## config.mk

```make
export PLATFORM = sky130hd
export DESIGN_NAME = instruction_fetch
export DESIGN_NICKNAME = d
export VERILOG_FILES = /design/src/rtl/rv_fetch_pkg.sv /design/src/rtl/fetch_fifo.sv /design/src/rtl/instruction_fetch.sv
export SDC_FILE = /design/constraint.sdc
export NUM_CORES = 1
export LEC_CHECK = 0
export ABC_CLOCK_PERIOD_IN_PS = 13100
export BUFFER_PORTS_ARGS = -buffer_cell sky130_fd_sc_hd__buf_2
export CORE_MARGIN = 2
export CORE_UTILIZATION = 35
export DETAILED_ROUTE_END_ITERATION = 10
export GPL_ROUTABILITY_DRIVEN = 0
export GPL_TIMING_DRIVEN = 0
export PLACE_DENSITY = 0.56
export SYNTH_ARGS = -nofsm -noshare
export SYNTH_HDL_FRONTEND = slang
export SYNTH_SLANG_ARGS = --single-unit
```

## constraint.sdc

```tcl
create_clock -name clk -period 13.1 [get_ports clk]
set_clock_uncertainty 0.05 [all_clocks]
set_input_delay 3.275 -clock clk [delete_from_list [all_inputs] [get_ports clk]]
set_output_delay 3.275 -clock clk [all_outputs]
set_load 0.02 [all_outputs]
```

## src/rtl/rv_fetch_pkg.sv

```systemverilog
`default_nettype none
// ============================================================================
// Module   : rv_fetch_pkg
// Brief    : Shared types and constants for the instruction-fetch slice.
// Revision : 1.0 - initial release
// ============================================================================
package rv_fetch_pkg;

    localparam int              XLEN       = 32;
    localparam int              INST_BYTES = 4;
    localparam logic [XLEN-1:0] INST_NOP   = 32'h0000_0013;

    typedef struct packed {
        logic [XLEN-1:0] inst;
        logic [XLEN-1:0] pc;
        logic            misalign;
    } fetch_entry_t;

endpackage
`default_nettype wire

```

## src/rtl/fetch_fifo.sv

```systemverilog
`default_nettype none
// ============================================================================
// Module   : fetch_fifo
// Brief    : Power-of-two FIFO of fetch entries with push/pop/flush and count.
// Revision : 1.0 - initial release
// ============================================================================
module fetch_fifo
    import rv_fetch_pkg::*;
#(
    parameter int DEPTH = 2
) (
    input  logic                     clk,
    input  logic                     rst,
    input  logic                     i_push,
    input  fetch_entry_t             i_push_data,
    input  logic                     i_pop,
    input  logic                     i_flush,
    output fetch_entry_t             o_head,
    output logic                     o_empty,
    output logic [$clog2(DEPTH):0]   o_count
);

    localparam int               c_AW   = $clog2(DEPTH);
    localparam logic [c_AW:0]    c_FULL = DEPTH[c_AW:0];

    fetch_entry_t      r_mem [DEPTH];
    logic [c_AW-1:0]   r_wr_ptr;
    logic [c_AW-1:0]   r_rd_ptr;
    logic [c_AW:0]     r_count;
    logic              w_full;
    logic              w_do_push;
    logic              w_do_pop;

    assign o_empty   = (r_count == '0);
    assign w_full    = (r_count == c_FULL);
    assign w_do_pop  = i_pop && !o_empty;
    // A push into a full FIFO is only legal when the head leaves in the same cycle.
    assign w_do_push = i_push && (!w_full || w_do_pop);
    assign o_head    = r_mem[r_rd_ptr];
    assign o_count   = r_count;

    always_ff @(posedge clk or posedge rst) begin
        if (rst) begin
            r_wr_ptr <= '0;
            r_rd_ptr <= '0;
            r_count  <= '0;
        end else if (i_flush) begin
            r_wr_ptr <= '0;
            r_rd_ptr <= '0;
            r_count  <= '0;
        end else begin
            if (w_do_push) r_wr_ptr <= r_wr_ptr + 1'b1;
            if (w_do_pop)  r_rd_ptr <= r_rd_ptr + 1'b1;
            case ({w_do_push, w_do_pop})
                2'b10:   r_count <= r_count + 1'b1;
                2'b01:   r_count <= r_count - 1'b1;
                default: r_count <= r_count;
            endcase
        end
    end

    always_ff @(posedge clk) begin
        if (w_do_push && !i_flush) r_mem[r_wr_ptr] <= i_push_data;
    end

endmodule
`default_nettype wire

```

## src/rtl/instruction_fetch.sv

```systemverilog
`default_nettype none
// ============================================================================
// Module   : instruction_fetch
// Brief    : PC generation, 1-cycle imem request tracking, fetch buffer and
//            redirect handling. IFETCH_MISALIGN_TRAP_EN enables misalign traps.
// Revision : 1.0 - initial release
// ============================================================================
module instruction_fetch
    import rv_fetch_pkg::*;
#(
    parameter logic [XLEN-1:0] RESET_PC   = 32'h0000_0000,
    parameter int              FIFO_DEPTH = 2
) (
    input  logic            clk,
    input  logic            reset,
    output logic [XLEN-1:0] io_imem_addr,
    input  logic [XLEN-1:0] io_imem_data,
    input  logic            io_redirect_valid,
    input  logic [XLEN-1:0] io_redirect_pc,
    output logic            io_inst_valid,
    input  logic            io_inst_ready,
    output logic [XLEN-1:0] io_inst,
    output logic [XLEN-1:0] io_inst_pc
`ifdef IFETCH_MISALIGN_TRAP_EN
    ,
    output logic            io_inst_misalign
`endif
);

    localparam int                 c_CNT_W     = $clog2(FIFO_DEPTH) + 1;
    localparam logic [c_CNT_W:0]   c_DEPTH_OCC = FIFO_DEPTH[c_CNT_W:0];
    localparam logic [XLEN-1:0]    c_PC_STEP   = INST_BYTES;

    logic [XLEN-1:0]    r_fetch_pc;
    logic [XLEN-1:0]    r_req_pc;
    logic               r_inflight;

    fetch_entry_t       w_head;
    fetch_entry_t       w_push_entry;
    logic               w_empty;
    logic [c_CNT_W-1:0] w_count;
    logic [c_CNT_W:0]   w_occ;
    logic               w_head_live;
    logic               w_valid;
    logic               w_pop;
    logic               w_push;
    logic               w_issue;
    logic               w_stall;
    logic               w_trap_push;
    logic [XLEN-1:0]    w_redirect_pc;

    // Buffer occupancy counts the response already in flight from memory.
    assign w_occ   = {1'b0, w_count} + {{c_CNT_W{1'b0}}, r_inflight};
    assign w_valid = w_head_live && !io_redirect_valid;
    assign w_pop   = w_valid && io_inst_ready;
    assign w_issue = !io_redirect_valid && !w_stall &&
                     ((w_occ < c_DEPTH_OCC) || ((w_occ == c_DEPTH_OCC) && w_pop));
    assign w_push  = (r_inflight && !io_redirect_valid) || w_trap_push;

    always_comb begin
        w_push_entry = '{inst: io_imem_data, pc: r_req_pc, misalign: 1'b0};
        if (w_trap_push) begin
            w_push_entry = '{inst: INST_NOP, pc: r_fetch_pc, misalign: 1'b1};
        end
    end

    always_ff @(posedge clk or posedge reset) begin
        if (reset) begin
            r_fetch_pc <= RESET_PC;
            r_req_pc   <= '0;
            r_inflight <= 1'b0;
        end else if (io_redirect_valid) begin
            r_fetch_pc <= w_redirect_pc;
            r_inflight <= 1'b0;
        end else begin
            r_inflight <= w_issue;
            if (w_issue) begin
                r_req_pc   <= r_fetch_pc;
                r_fetch_pc <= r_fetch_pc + c_PC_STEP;
            end
        end
    end

`ifdef IFETCH_MISALIGN_TRAP_EN
    logic r_trap_stall;
    logic r_trap_pend;

    // A misaligned target parks fetch; the trap entry is emitted the next cycle.
    always_ff @(posedge clk or posedge reset) begin
        if (reset) begin
            r_trap_stall <= 1'b0;
            r_trap_pend  <= 1'b0;
        end else if (io_redirect_valid) begin
            r_trap_stall <= |io_redirect_pc[1:0];
            r_trap_pend  <= |io_redirect_pc[1:0];
        end else begin
            r_trap_pend  <= 1'b0;
        end
    end

    assign w_stall          = r_trap_stall;
    assign w_trap_push      = r_trap_pend;
    assign w_redirect_pc    = io_redirect_pc;
    assign w_head_live      = !w_empty;
    assign io_inst_misalign = w_head_live && w_head.misalign;
`else
    assign w_stall       = 1'b0;
    assign w_trap_push   = 1'b0;
    assign w_redirect_pc = io_redirect_pc & {{(XLEN-2){1'b1}}, 2'b00};
    // Trap entries are never produced in this build.
    assign w_head_live   = !w_empty && !w_head.misalign;
`endif

    fetch_fifo #(
        .DEPTH (FIFO_DEPTH)
    ) u_fifo (
        .clk         (clk),
        .rst         (reset),
        .i_push      (w_push),
        .i_push_data (w_push_entry),
        .i_pop       (w_pop),
        .i_flush     (io_redirect_valid),
        .o_head      (w_head),
        .o_empty     (w_empty),
        .o_count     (w_count)
    );

    assign io_imem_addr  = r_fetch_pc;
    assign io_inst_valid = w_valid;
    assign io_inst       = w_head_live ? w_head.inst : '0;
    assign io_inst_pc    = w_head_live ? w_head.pc   : '0;

endmodule
`default_nettype wire

```

==> impl_metrics.tcl <==
set metrics [dict create \
    hold_depth 0 \
    initial_core_util_pct 35.9 \
    drt-initial-drc-count 318 \
    leakage_nw 3.83 \
    grt_overflow 0 \
    finalSetupViolCount 0 \
    ios 165 \
    crit_path_end_kind "primary output" \
    rows 54 \
    fin_util_pct 44.4 \
    fmax_mhz 125 \
    power.density_mw_per_mm2 146 \
    post_cts_resized 0 \
    fin_crit_sh_pct 61.1 \
    firstDrtPassIters 4 \
    synth_cell_types 49 \
    fill_cells 1994 \
    hold_viol_final 0 \
    path_clk_slew_ns 0.07 \
    instances_no_fill 1052 \
    diodes 0 \
    grt_util_all_layers_pct 16.3 \
    ir_worst_vdd_uv 73.2 \
    route.detailed.drc 0 \
    numCtsBuffers 17 \
    synth_top_flop_cell "edfxtp_1" \
    h-tree-depth 4 \
    drive_gt1_share_pct 31.9 \
    grt_pass1_vias 5327 \
    grt_pass1_wl_mm 29.6 \
    finalSetupTns_ns 0 \
    status "completed" \
    path_max_fanout 10 \
    postSynthCellCount 568 \
    synthArstFlopShare_pct 34.4 \
    post-route-min-period_ns 8.00 \
    hold_class "flip-flop to flip-flop" \
    synth_area_mm2 0.00789 \
    dieArea_mm2 0.0237 \
    dp.final_hpwl_mm 13.6 \
    netlist_top_cells_area "edfxtp_1 (47%), dfrtp_1 (21%), mux2i_1 (8.0%)" \
    ys_ff_latch 189 \
    ys_seq_area_share_pct 67.9 \
    cp-start-kind "input port" \
    synthDominantCellAreaShare_pct 47.2 \
    cp.arrival_ns 4.68 \
    cts_tree "yes" \
    die_h_um 154 \
    antenna_found_initial 0 \
    wl_per_cell_um 18.0 \
    dieWidth_um 154 \
    routed_via_density 4.98 \
    vias 5235 \
    grt_max_degree 66 \
    num-nets-final 831 \
    area_growth_pct 23.5 \
    ant_nets 0 \
    yosysWarnings 0 \
    root_buffer "clkbuf_16" \
    synth_edf_count 124 \
    wl_mm 18.9 \
    path_class "input port to primary output" \
    io_buffers 157 \
    postCtsSetupBuffers 0 \
    cp.required_ns 9.77 \
    place_inst 1020 \
    clk_latency_ns 0.44 \
    reg2reg_depth 9 \
    yosysTopAreaCell "edfxtp_1" \
    hold_buffers 0 \
    syn_area_per_cell_um2 13.9 \
    drv_slew 0 \
    slew_headroom_pct 42.0 \
    grt_setup_unrepaired "no" \
    tightest_slew_ns 0.870 \
    cap_violations 0 \
    cts_sinks 189 \
    coreArea_mm2 0.0220 \
    cts.path.max_buffers 2 \
]
## registers in the layout, indices dropped and copies added (netlist names)
signal and flops:
u_fifo.o_count 2, r_req_pc 30, io_imem_addr 30, r_inflight 1
u_fifo.r_mem 124, u_fifo.r_wr_ptr 1, u_fifo.r_rd_ptr 1
## metrics by stage
step / hold slack [ns] / instance area [µm²] / worst slack (ns) / power, mW
CTS: 0.424 / 9740 / 5.09 / 1.44
finish: 0.420 / 9740 / 5.10 / 1.42
global route: 0.432 / 9740 / 5.00 / 1.49
detailed placement: 0.408 / 9190 / 5.09 / 0.947
floorplan: 0.388 / 7900 / 4.24 / 0.864
global placement: 0.396 / 9030 / 0.897 / 0.937
## logic make-up (layout without fill, tap and decap cells)
| family | after synthesis | after routing | synth area share, % |
|---|---|---|---|
| buffers and inverters | 39 | 240 | 2.09 |
| xor gates and xnor gates | 19 | 19 | 2.11 |
| adders and majority gates | 4 | 4 | 0.635 |
| DFF | 189 | 189 | 67.9 |
| and+or+nand+nor | 176 | 176 | 10.8 |
| AOI/OAI and AO/OA | 46 | 46 | 4.06 |
| other | 1 | 4 | 0.0476 |
| muxes | 94 | 94 | 12.4 |
## Yosys cell counts (3+ instances only)
cell,count
mux2_2,31
nor3_1,4
o21ai_0,20
and2_1,4
nor2_1,79
dfrtp_1,65
buf_1,8
nand3_1,12
nand2_1,34
and4_1,7
nand4_1,15
o31ai_1,3
xor2_1,13
inv_1,6
mux2i_1,63
and3_1,3
clkbuf_1,18
o311ai_0,4
ha_1,4
xnor2_1,6
edfxtp_1,124
nor4_1,5
o211ai_1,4
buf_4,4
## cells in the final DEF (no fill, tap or decap), types with 4 or more instances in the layout
cell type / n
mux2_2: 31
conb_1: 4
and4_1: 7
nand2_1: 34
and2_1: 4
o211ai_1: 4
edfxtp_1: 124
dfrtp_1: 65
nand4_1: 15
nor4_1: 5
clkbuf_16: 17
mux2i_1: 63
xor2_1: 13
xnor2_1: 6
inv_8: 5
buf_6: 8
o311ai_0: 4
buf_1: 8
buf_4: 5
ha_1: 4
clkbuf_1: 19
inv_1: 5
buf_2: 159
nand3_1: 12
nor2_1: 79
o21ai_0: 20
## where the power goes
part | internal (mW) | switching, mW
Sequential | 0.697 | 0.0358
Clock | 0.251 | 0.241
Combinational | 0.0772 | 0.121
Total | 1.02 | 0.398
## path summary, 6_finish.rpt
path / startpoint / end / slack, ns
max in group asynchronous: reset / r_req_pc[26] / 9.47
min: r_req_pc[27] / u_fifo.r_mem[1][27] / 0.42
min reg2reg: r_req_pc[27] / u_fifo.r_mem[1][27] / 0.42
max reg2reg: u_fifo.o_count[0] / io_imem_addr[22] / 10.00
max: io_redirect_valid / io_inst_valid / 5.10
min in group asynchronous: reset / io_imem_addr[2] / 2.95
## routing by layer
layer,vias up,track usage [%],part of all wire (%)
met5,-,0,0
met4,0,4.72,1.7
met3,22,3.72,5.4
met2,181,26.2,47
met1,2566,22.1,46
li1,2466,-,-
## cell type report
cell class | instances | area, µm² | share of cell area, %
clock inverter | 14 | 125 | 1.28
tap | 280 | 350 | 3.60
timing repair buffer | 169 | 928 | 9.53
sequential | 189 | 5350 | 54.9
buffer | 33 | 143 | 1.46
inverter | 6 | 25.0 | 0.257
multi-input combinational | 343 | 2390 | 24.5
clock buffer | 18 | 429 | 4.41
## critical path, cell delays in order
cell      delay, ns
buf_2          0.16
clkbuf_1       0.43
clkbuf_1       0.50
nor2_1         0.11
buf_2          0.20
(Power assumes the default switching activity.)
